`config.mk`:
```
export PLATFORM = sky130hd
export DESIGN_NAME = exp_pulse_gen
export DESIGN_NICKNAME = d
export VERILOG_FILES = /design/src/rtl/exp_pulse_gen.sv
export SDC_FILE = /design/constraint.sdc
export NUM_CORES = 1
export LEC_CHECK = 0
export CAP_MARGIN = 5
export CORE_MARGIN = 3
export CORE_UTILIZATION = 33
export DETAILED_ROUTE_END_ITERATION = 6
export PLACE_DENSITY = 0.56
export SKIP_CTS_REPAIR_TIMING = 1
export SLEW_MARGIN = 5
export SYNTH_ARGS = -nofsm -noshare
export SYNTH_HDL_FRONTEND = slang
export SYNTH_SLANG_ARGS = --single-unit
```
`constraint.sdc`:
```
create_clock -name clk -period 3.9 [get_ports clk]
set_input_delay 0.78 -clock clk [delete_from_list [all_inputs] [get_ports clk]]
set_output_delay 0.78 -clock clk [all_outputs]
set_load 0.005 [all_outputs]
```
`src/rtl/exp_pulse_gen.sv`:
```
// rtl/exp_pulse_gen.sv - step-rise, exponential-decay pulse source with pile-up and trigger holdoff
module exp_pulse_gen #(
  parameter int DATA_W      = 16,
  parameter int FRAC_W      = 8,
  parameter int DECAY_SHIFT = 4,
  parameter int HOLDOFF     = 8
) (
  input  logic                     clk,
  input  logic                     reset,
  input  logic                     enable,
  input  logic signed [DATA_W-1:0] baseline,
  input  logic                     trig_valid,
  input  logic [DATA_W-2:0]        trig_amp,
  output logic                     trig_ready,
  output logic signed [DATA_W-1:0] pulse_data,
  output logic                     busy,
  output logic [15:0]              evt_cnt
);

  localparam int ACC_W  = DATA_W - 1 + FRAC_W;
  localparam int HOLD_W = (HOLDOFF > 0) ? $clog2(HOLDOFF + 1) : 1;

  typedef enum logic {IDLE, DECAY} state_t;

  state_t                     state_q, state_d;
  logic [ACC_W-1:0]           acc_q, acc_d;
  logic [HOLD_W-1:0]          hold_q, hold_d;
  logic [15:0]                evt_q, evt_d;
  logic signed [DATA_W-1:0]   pdata_q, pdata_d;

  logic                       accept;
  logic [ACC_W-1:0]           decay;
  logic [ACC_W-1:0]           add;
  logic [ACC_W:0]             sum;
  logic signed [DATA_W:0]     out_sum;

  assign trig_ready = enable && (hold_q == '0) && !reset;
  assign accept     = trig_valid && trig_ready;
  assign busy       = (state_q == DECAY);
  assign pulse_data = pdata_q;
  assign evt_cnt    = evt_q;

  always_comb begin
    decay   = acc_q >> DECAY_SHIFT;
    add     = accept ? {trig_amp, {FRAC_W{1'b0}}} : '0;
    sum     = {1'b0, acc_q - decay} + {1'b0, add};
    acc_d   = acc_q;
    state_d = state_q;

    // decay==0 is exactly acc < 2^DECAY_SHIFT: cut the tail unless a new pulse lands
    if ((decay == '0) && !accept) begin
      acc_d = '0;
    end else if (sum[ACC_W]) begin
      acc_d = '1;
    end else begin
      acc_d = sum[ACC_W-1:0];
    end

    case (state_q)
      IDLE:    if (accept && (acc_d != '0)) state_d = DECAY;
      DECAY:   if (acc_d == '0) state_d = IDLE;
      default: state_d = IDLE;
    endcase

    if (accept) begin
      hold_d = HOLD_W'(HOLDOFF);
    end else if (hold_q != '0) begin
      hold_d = hold_q - HOLD_W'(1);
    end else begin
      hold_d = '0;
    end

    evt_d = evt_q + 16'(accept);

    out_sum = $signed({2'b00, acc_q[ACC_W-1:FRAC_W]}) + $signed({baseline[DATA_W-1], baseline});
    if (out_sum[DATA_W] != out_sum[DATA_W-1]) begin
      pdata_d = out_sum[DATA_W] ? {1'b1, {(DATA_W-1){1'b0}}} : {1'b0, {(DATA_W-1){1'b1}}};
    end else begin
      pdata_d = out_sum[DATA_W-1:0];
    end
  end

  always_ff @(posedge clk) begin
    if (reset) begin
      state_q <= IDLE;
      acc_q   <= '0;
      hold_q  <= '0;
      evt_q   <= '0;
      pdata_q <= '0;
    end else begin
      state_q <= state_d;
      acc_q   <= acc_d;
      hold_q  <= hold_d;
      evt_q   <= evt_d;
      pdata_q <= pdata_d;
    end
  end

endmodule

```
; ---- Word level (Yosys, flattened, before mapping)
; Index checks and enable logic that the tools add are counted.
[totals]
register_bits = 60
out_inout_bits = 34
wordCells = 37
[op_classes]
n_addsub = 5
n_eq_ne = 1
n_mux = 10
bitwise = 2
n_reduce_logical = 13
[op_table]
columns = op, count
row1 = $mux W23, 3
row2 = $logic_not A23 Y1, 2
row3 = $mux W16, 2
row4 = $add A23 B23 Y24, 1
row5 = $reduce_bool A23 Y1, 1
row6 = $sub A23 B19 Y23, 1
row7 = $add A16 B16 Y17, 1
row8 = $add A16 B1 Y16, 1
row9 = $mux W4, 2
row10 = $logic_and A1 B1 Y1, 5
row11 = $logic_not A4 Y1, 1
row12 = $reduce_bool A4 Y1, 1
row13 = $sub A4 B1 Y4 const B, 1
row14 = $reduce_or A3 Y1, 1
row15 = $logic_not A1 Y1, 2
row16 = $mux W1, 2
row17 = $not A1 Y1, 2
row18 = $pmux W1 S2, 1
row19 = $ne A1 B1 Y1, 1

; ---- Logic depth before layout (Yosys ltp)
; Gate-level depths: netlist of the first run.
[depth]
depth_word = 12
ltp_mapped = 19
ltp_nobuf = 18

; ---- Least setup slack after synthesis of the first run
; No wires, ideal clock.
[synth_timing]
kind = register to register
from = reg acc_q[0]
to = reg state_q, in the netlist busy
setup_ns = 0.127
arrival_ns = 3.814
path_slack_ns = -0.041
stages_incl_launch_ff = 19
synth_period_minus_slack_ns = 3.941
path_cell_list = dfxtp_1 -> inv_1 -> ha_1 -> fa_1 -> nor2b_1 -> o211ai_1 -> a31oi_1 -> o21ai_1 -> o21ai_0 -> a31oi_1 -> xnor2_1 -> ha_1 -> a21oi_1 -> o21ai_1 -> or4_1 -> nand3_1 -> o211ai_1 -> nor4_1 -> a21oi_1
[synth_between]
elab_chain_cells = 8
word_cells_on_any_way = 10
cone_classes = 2 x add/sub / 5 x mux / 3 x reduce/logical
[synth_rtl]
columns = element, line_no
row1 = from (decl), 26  ; logic [ACC_W-1:0] acc_q, acc_d;
row2 = from (signal assigned), 86  ; acc_q <= '0;
row3 = from (signal assigned), 92  ; acc_q <= acc_d;
row4 = $sub A23 B19 Y23 *, 46  ; sum = {1'b0, acc_q - decay} + {1'b0, add};
row5 = $add A23 B23 Y24 *, 46
row6 = $mux W23 *, 53  ; end else if (sum[ACC_W]) begin
row7 = $mux W23 *, 51  ; if ((decay == '0) && !accept) begin
row8 = $reduce_bool A23 Y1, 60  ; IDLE: if (accept && (acc_d != '0)) state_d = DECAY;
row9 = $logic_and A1 B1 Y1, 60
row10 = $mux W1, 60
row11 = $pmux W1 S2 *, 59  ; case (state_q)
row12 = to (signal assigned), 91  ; state_q <= state_d;
row13 = to (decl), 25  ; state_t state_q, state_d;
; Every way passes the cells marked *; elsewhere a longest branch is shown, timed or not.
; A chain may end at the register's enable or synchronous reset.

; ---- Worst setup path in the final report of the first run
[layout_timing]
from = reg acc_q[5]
to = reg acc_q[14]
[layout_between]
elab_chain_cells = 4
word_cells_on_any_way = 6
cone_classes = 2 x add/sub / 2 x mux / 2 x reduce/logical
[layout_rtl]
columns = element, line_no
row1 = $sub A23 B19 Y23, 46
row2 = $add A23 B23 Y24, 46
row3 = $mux W23, 53
row4 = $mux W23 *, 51
; Marked as above.

==> results.txt, run 1 <==
- The run finished, with violations left.
- Failing checks: negative setup slack
* Initial standard-cell utilization of the core: 34.5%
- The worst pin sits at a relative slew slack of 67.9%.
* Final Wtd Congestion: 0.959
- Leading cell types by count after synthesis: sky130_fd_sc_hd__dfxtp_1 (60), sky130_fd_sc_hd__nor2_1 (57), sky130_fd_sc_hd__ha_1 (54)
- The number of nets handed over by synthesis was 700.
* Initial antenna violation count: 0
- Summed over its instances, the top area cell type makes up 24.5% of the synthesized netlist area.
* Die outline width: 128 um
* Crit path max fanout: 8
- The final-report hold violation count came to 0.
- At the worst endpoint, the required time is 4160 ps.
* Die Height: 128 um
- Logic depth of the worst register-to-register path: 18
* Routed Antenna Nets: 0
- The worst register-to-register path begins at acc_q[5]$_SDFF_PP0_.
* Core Box Area: 0.0142 mm2
- Counting flops with a built-in enable in the synthesized netlist gives 0.
- First-pass GRT wire length: 23900 um
- Clock edge transition at the registers on the reported setup and hold paths: 60 ps
- In this run the count of I/O pins placed on the die edge is 69.
* FMAX: 244 MHz
- The most critical setup path has its startpoint at acc_q[5]$_SDFF_PP0_.
* Maximum level of the CTS H-tree: 3
- Slack of the critical path: -196 ps
* Class of the tightest hold or removal check: reg -> reg
- The net count of the finished layout is 890.
- Global routing consumed, over all layers together, 18.1% of the routing resources.
- Residual overflow from global routing: 0
- The synthesized design contains 60 register bits.
- Across all register-to-register paths, the minimum setup slack is -200 ps.
- Transition time of the tightest slew-check pin: 476 ps
* Rows: 43
- Summed over all instances, the cell type with the most area after synthesis is sky130_fd_sc_hd__dfxtp_1.
- # DRC: 0
- Post-DP HPWL: 12000 um
* Die outline area: 0.0164 mm2
* Number of warning messages in the yosys log: 0
- Clock latency on the worst-skew pair, taken at its later pin, is 330 ps.
- The tree is rooted in a sky130_fd_sc_hd__clkbuf_16.
* Endpoint of the lowest-slack register-to-register path: acc_q[14]$_SDFF_PP0_
* Pre-antenna DRT Iters: 5
- Largest net degree at the start of global routing: 23
- Ant. Diodes: 0
* Main flop type after synthesis: sky130_fd_sc_hd__dfxtp_1
- Port Buffers: 68
* Setup repair after global routing missed its margin: true
- Number of design-rule violations left by the first detailed-router iteration: 283
- Data on the critical path arrives at its endpoint at 4360 ps.
* Vias in the first global route: 4882
- Netlist area before placement: 0.00490 mm2
* Max-cap violations: 0
* Endpoints failing setup: 18
- Largest cells by area after synthesis: sky130_fd_sc_hd__dfxtp_1 (24%), sky130_fd_sc_hd__ha_1 (14%), sky130_fd_sc_hd__a21oi_1 (4.9%), sky130_fd_sc_hd__xnor2_1 (4.6%), sky130_fd_sc_hd__nor2_1 (4.4%)
- Summed over all failing endpoints, the final setup total negative slack is -2400 ps.
- Number of max-slew violations in the final report: 0
- The routed layout has 5173 vias.
* Sequential area share after synthesis: 24.5%
* Clock tree from TritonCTS: built
- Synth-to-Final Area Change: 55.1%
* Share of the clock period used by the worst path after layout: 105%
- Synth async-reset ratio: 0%
- Maximum count of clock buffers along a single path: 2
- Counting every instance in the synthesized netlist gives 608.
- Type of the worst setup path: reg -> reg
- The most critical setup path has its endpoint at acc_q[14]$_SDFF_PP0_.
- Number of distinct library cells after synthesis: 69
* Crit end category: flip-flop
- Counting I/O delays and the setup requirement, the final critical path takes 4100 ps.
- Synthesized area divided by synthesized cell count: 8.06 um2
- STA classifies the critical path startpoint as a flip-flop.
- Number of inserted filler cells in the final layout: 1299
- The post-route netlist has 30.3% of its cells at a drive strength greater than 1.
- Clock skew after layout: 6.40 ps
* Num CTS Buffers: 9
- In the routed layout, each cell is associated on average with a via count of 5.26.
- Final routed wirelength across all metal layers: 15500 um
* Clock Sink Count: 60
* Detail-routed net length per standard cell: 15.8 um
* Top-count cell post-synth: sky130_fd_sc_hd__dfxtp_1
## layer usage
metal	up-vias	part of all wire (%)	wire length [um]	GRT usage [%]
met5	-	0	0	0
met4	0	2.1	322	5.37
met3	23	4.7	731	2.33
met2	146	47	7340	29.8
met1	2402	46	7100	24.7
li1	2602	-	-	-
## logic make-up (layout without fill, tap and decap cells)
logic type	Yosys count	count (layout)	share of synthesized area [%]
adder cells (fa/ha/maj)	57	57	15.0
buffers and inverters	57	252	4.90
flip-flops	60	60	24.5
AO/OA/AOI/OAI	172	172	24.1
multiplexers	2	2	0.434
AND/OR/NAND/NOR	210	210	22.1
XOR/XNOR	50	50	8.93
## critical path: stages, from the launching register on
cell and delay (ps):
sky130_fd_sc_hd__dfxtp_4 380, sky130_fd_sc_hd__inv_4 40, sky130_fd_sc_hd__ha_4 220, sky130_fd_sc_hd__nor2b_4 120, sky130_fd_sc_hd__o31a_1 340, sky130_fd_sc_hd__buf_4 160
sky130_fd_sc_hd__o21ai_4 150, sky130_fd_sc_hd__nand4b_1 170, sky130_fd_sc_hd__a32oi_2 270, sky130_fd_sc_hd__buf_4 160, sky130_fd_sc_hd__a31oi_1 90, sky130_fd_sc_hd__xnor2_1 170
sky130_fd_sc_hd__ha_2 450, sky130_fd_sc_hd__nand3_4 90, sky130_fd_sc_hd__or4_4 570, sky130_fd_sc_hd__and3_4 220, sky130_fd_sc_hd__buf_6 130, sky130_fd_sc_hd__clkbuf_16 150
sky130_fd_sc_hd__a21oi_1 150
## worst min-delay path by stage
stage | start | endpoint | slack (ps) | cells past startpoint
floorplan | hold_q[0]$_SDFF_PP0_ | hold_q[0]$_SDFF_PP0_ | 410 | 1
finish | hold_q[0]$_SDFF_PP0_ | hold_q[0]$_SDFF_PP0_ | 440 | 1
global placement | hold_q[0]$_SDFF_PP0_ | hold_q[0]$_SDFF_PP0_ | 430 | 1
detailed placement | hold_q[0]$_SDFF_PP0_ | hold_q[0]$_SDFF_PP0_ | 440 | 1
CTS | hold_q[0]$_SDFF_PP0_ | hold_q[0]$_SDFF_PP0_ | 440 | 1
global route | hold_q[0]$_SDFF_PP0_ | hold_q[0]$_SDFF_PP0_ | 470 | 1
## cell type report
class / instances / area [um2] / share of cell area (%)
clock buffers: 9 / 225 / 2.96
clock inverters: 7 / 98.8 / 1.30
inverters: 39 / 149 / 1.96
multi-input cells: 491 / 3970 / 52.2
flip-flops and latches: 60 / 1210 / 15.9
well taps: 180 / 225 / 2.96
repair buffers: 197 / 1730 / 22.7
## flip-flops by register name, indices dropped and copies added (netlist names)
| signal | count |
|---|---|
| pulse_data | 16 |
| hold_q | 4 |
| acc_q | 23 |
| busy | 1 |
| evt_cnt | 16 |
## cell usage in the layout, fill, tap and decap left out, drive strengths merged, types with 4 or more instances in the layout
cell type        n
a2111oi          4
a211o            4
a211oi           6
a21boi           5
a21o             6
a21oi           48
a31oi            8
and2             4
and3            19
buf            127
clkbuf          11
clkdlybuf4s50   68
dfxtp           60
ha              54
inv             40
nand2           34
nand2b           6
nand3           19
nand4            9
nor2            57
nor2b           13
nor3            13
nor4             8
o211ai          18
o21a            12
o21ai           33
o31ai            4
or2              4
or3              6
or4              4
xnor2           26
xor2            24
## metrics by stage
stage	setup slack (ps)	cells	utilization, %	hold WS (ps)	area [um2]
2_1_floorplan	33.0	608	-	413	4900
3_3_place_gp	-475	952	46.3	433	6570
3_5_place_dp	-493	952	46.3	437	6570
4_1_cts	-537	968	48.5	445	6900
5_1_grt	-360	983	53.5	468	7600
6_report	-196	983	53.5	442	7600
Power of run 1 is left out: the tool's default activity adds up to more than one toggle a clock period on the data nets, which glitch-free logic cannot reach.
==> run 2, diff against run 1 <==
==> constraint.sdc (replaced) <==
create_clock -name clk -period 3.44 [get_ports clk]
set_input_delay 0.688 -clock clk [delete_from_list [all_inputs] [get_ports clk]]
set_output_delay 0.688 -clock clk [all_outputs]
set_load 0.005 [all_outputs]
==> results.txt, run 2 (same netlist as run 1, synthesis figures left out) <==
- The overall overflow remaining after global route was 0 (unchanged).
- The worst clock skew on the final layout was 7.40 ps (+1.00 ps).
- The TritonCTS buffer count is 9 (unchanged).
- Pre-antenna DRT Iters: 5 (unchanged)
* Register with the most flip-flops: acc_q
* Clock Sink Count: 60 (unchanged)
- Die outline width: 128 um (unchanged)
- Worst slack at placement: -787 ps (-294 ps)
- TritonCTS built the clock tree.
- Source-to-sink clock delay at the later pin of the worst-skew pair: 330 ps (about the same)
- The number of cells traversed by the worst hold path was 1 (unchanged).
- Detail-routed net length per standard cell: 15.5 um (-1.7%)
* Endpoint of the lowest-slack register-to-register path: busy$_SDFF_PP0_
- The smallest setup slack after layout is -664 ps (-468 ps).
- Critical path buffers and inverters: 3 (-2)
- The worst setup path is launched from a flip-flop.
- Crit end category: flip-flop
- The via count normalized by instance count was 5.17 (-1.7%).
- Number of ports placed on the die boundary: 69 (unchanged)
- The half-perimeter wire length of the detailed placement result came to 12000 um (+0.41%).
- The run finished, with violations left.
* Max reg flops: 23 (unchanged)
* Final routed wirelength across all metal layers: 15600 um (+0.68%)
- Largest net degree at the start of global routing: 23 (unchanged)
- The post-route DRC violation count was 0 (unchanged).
* Vias in the first global route: 4960 (+1.6%)
- Among cell families on the critical path, the largest total delay comes from compound AO/OA/AOI/OAI gates.
* Final Wtd Congestion: 0.896 (-6.6%)
* Terminating pin of the worst hold path: hold_q[0]$_SDFF_PP0_
* Die outline area: 0.0164 mm2 (unchanged)
- The area of the core is 0.0142 mm2 (unchanged).
* Clock root buffer: sky130_fd_sc_hd__clkbuf_16
* Type of the worst setup path: reg -> reg
- Number of design-rule violations left by the first detailed-router iteration: 260 (-8.1%)
- The number of buffers inserted by port buffering came to 68 (unchanged).
- Maximum count of clock buffers along a single path: 2 (unchanged)
- Detailed-route via count: 5208 (+0.68%)
- The number of nets with antenna violations after detailed routing was 0 (unchanged).
- Launch point of the worst reg-to-reg path: acc_q[5]$_SDFF_PP0_
- Final hold violation count: 0 (unchanged)
- The slew at the pin closest to its max-slew limit is 437 ps (-39.6 ps).
- In this run the most critical hold path is launched from hold_q[0]$_SDFF_PP0_.
* Setup repair after global routing missed its margin: true
* Share of the clock period used by the worst path after layout: 119% (+14 points)
- The final-stage net count was 914 (+2.7%).
- The slack of the worst reg-to-reg path is -660 ps (-470 ps).
* Maximum level of the CTS H-tree: 3 (unchanged)
- Class of the tightest hold or removal check: reg -> reg
- GR Util All Layers: 17.6% (-0.52 points)
- The final-report max-slew violation count was 0 (unchanged).
* Ant. Diodes: 0 (unchanged)
- For this design, the slowest cell found on the critical path is sky130_fd_sc_hd__dfxtp_4.
- Crit path required time: 3660 ps (-500 ps)
- Time the worst path needs with I/O delays and setup: 4100 ps (+7.79 ps)
- The global-route wire length before repair came to 23500 um (-2.0%).
* Die Height: 128 um (unchanged)
- The highest clock frequency the design can meet is 244 MHz (-0.19%).
- Total stage count of the critical path: 19 (+1)
- The fraction of layout instances using a drive strength above 1 came to 34.0% (+3.7 points).
* Most frequent standard cell in the layout excluding fill and tap cells: sky130_fd_sc_hd__buf_4
* Worst-path cell chain: inv_2 -> ha_4 -> nor2b_4 -> o31a_1 -> o211a_1 -> o21a_1 -> o21ai_1 -> nor2b_4 -> buf_6 -> buf_6 -> xor2_4 -> fa_2 -> nor2b_4 -> o31a_1 -> o211a_1 -> nor3_2 -> a2bb2o_1 -> nor4_1 -> a21oi_1
- The worst slew margin relative to its limit came to 70.6% (+2.8 points).
- Crit path max fanout: 4 (-4)
- The final reports fail on negative setup slack.
* Clock edge transition at the registers on the reported setup and hold paths: 60 ps (about the same)
- Maximum cell stage delay along the critical path: 360 ps (-210 ps)
- Initial antenna violation count: 0 (unchanged)
* CP Data Arrival Time: 4320 ps (-40 ps)
* Commonest non-fill, non-tap cells in the layout: sky130_fd_sc_hd__buf_4 (136), sky130_fd_sc_hd__clkdlybuf4s50_1 (68), sky130_fd_sc_hd__dfxtp_1 (55)
- Most common cell on crit path: sky130_fd_sc_hd__nor2b_4
- The area growth from synthesis to layout is 61.5%.
- Logic depth of the worst register-to-register path: 19 (+1)
- The max-capacitance violation count was 0 (unchanged).
- Initial standard-cell utilization of the core: 34.5% (unchanged)
- Rows: 43 (unchanged)
- Endpoints failing setup: 24 (+6)
## run 2: how the worst max path moves through the flow
stage                              from         endpoint  slack [ps]
finish              acc_q[5]$_SDFF_PP0_  busy$_SDFF_PP0_        -660
CTS                 acc_q[1]$_SDFF_PP0_  busy$_SDFF_PP0_        -840
detailed placement  acc_q[1]$_SDFF_PP0_  busy$_SDFF_PP0_        -790
floorplan           acc_q[5]$_SDFF_PP0_  busy$_SDFF_PP0_        -340
global placement    acc_q[1]$_SDFF_PP0_  busy$_SDFF_PP0_        -730
global route        acc_q[0]$_SDFF_PP0_  busy$_SDFF_PP0_        -880
## run 2: through the flow
step	hold WS (ps)	setup TNS (ps)	std cells	area (um2)	utilization [%]
final	439	-11510	1007	7920	55.8
after global placement	432	-11920	975	6850	48.2
after detailed placement	433	-12820	975	6850	48.2
after CTS	442	-13830	991	7150	50.4
after floorplan	413	-5310	608	5000	-
after global routing	460	-14340	1007	7920	55.8
## run 2: layout make-up
type / instances / area, um2
Timing Repair Buffer: 221 / 1920
Multi-Input combinational cell: 491 / 4110
Fill cell: 1250 / 6280
Clock buffer: 9 / 225
Tap cell: 180 / 225
Sequential cell: 60 / 1210
Inverter: 39 / 146
Clock inverter: 7 / 77.6
## run 2: worst reg2reg max path, cell delays in order, from the launching register on
cell and delay, ps:
sky130_fd_sc_hd__dfxtp_4 360, sky130_fd_sc_hd__inv_2 50, sky130_fd_sc_hd__ha_4 220, sky130_fd_sc_hd__nor2b_4 120, sky130_fd_sc_hd__o31a_1 300, sky130_fd_sc_hd__o211a_1 260, sky130_fd_sc_hd__o21a_1 200, sky130_fd_sc_hd__o21ai_1 150
sky130_fd_sc_hd__nor2b_4 220, sky130_fd_sc_hd__buf_6 120, sky130_fd_sc_hd__buf_6 90, sky130_fd_sc_hd__xor2_4 150, sky130_fd_sc_hd__fa_2 260, sky130_fd_sc_hd__nor2b_4 60, sky130_fd_sc_hd__o31a_1 260, sky130_fd_sc_hd__o211a_1 230
sky130_fd_sc_hd__nor3_2 220, sky130_fd_sc_hd__a2bb2o_1 320, sky130_fd_sc_hd__nor4_1 280, sky130_fd_sc_hd__a21oi_1 100
## run 2: routing by layer
metal / vias to the layer above / global-route usage, % / wire length [um]
met1: 2439 / 23.8 / 7000
met4: 0 / 4.68 / 201
met2: 115 / 29.3 / 7620
met5: - / 0 / 0
met3: 12 / 2.46 / 771
li1: 2642 / - / -
Power of run 2 is left out for the same reason.
==> run 3, diff against run 2 <==
--- a/config.mk
+++ b/config.mk
@@ -5,6 +5,7 @@
 export SDC_FILE = /design/constraint.sdc
 export NUM_CORES = 1
 export LEC_CHECK = 0
+export ABC_CLOCK_PERIOD_IN_PS = 3440
 export CAP_MARGIN = 5
 export CORE_MARGIN = 3
 export CORE_UTILIZATION = 33
==> results of run 3 <==
Same layout as run 2: the final DEF is identical, and so are final timing and power.
Power of run 3 is left out for the same reason.
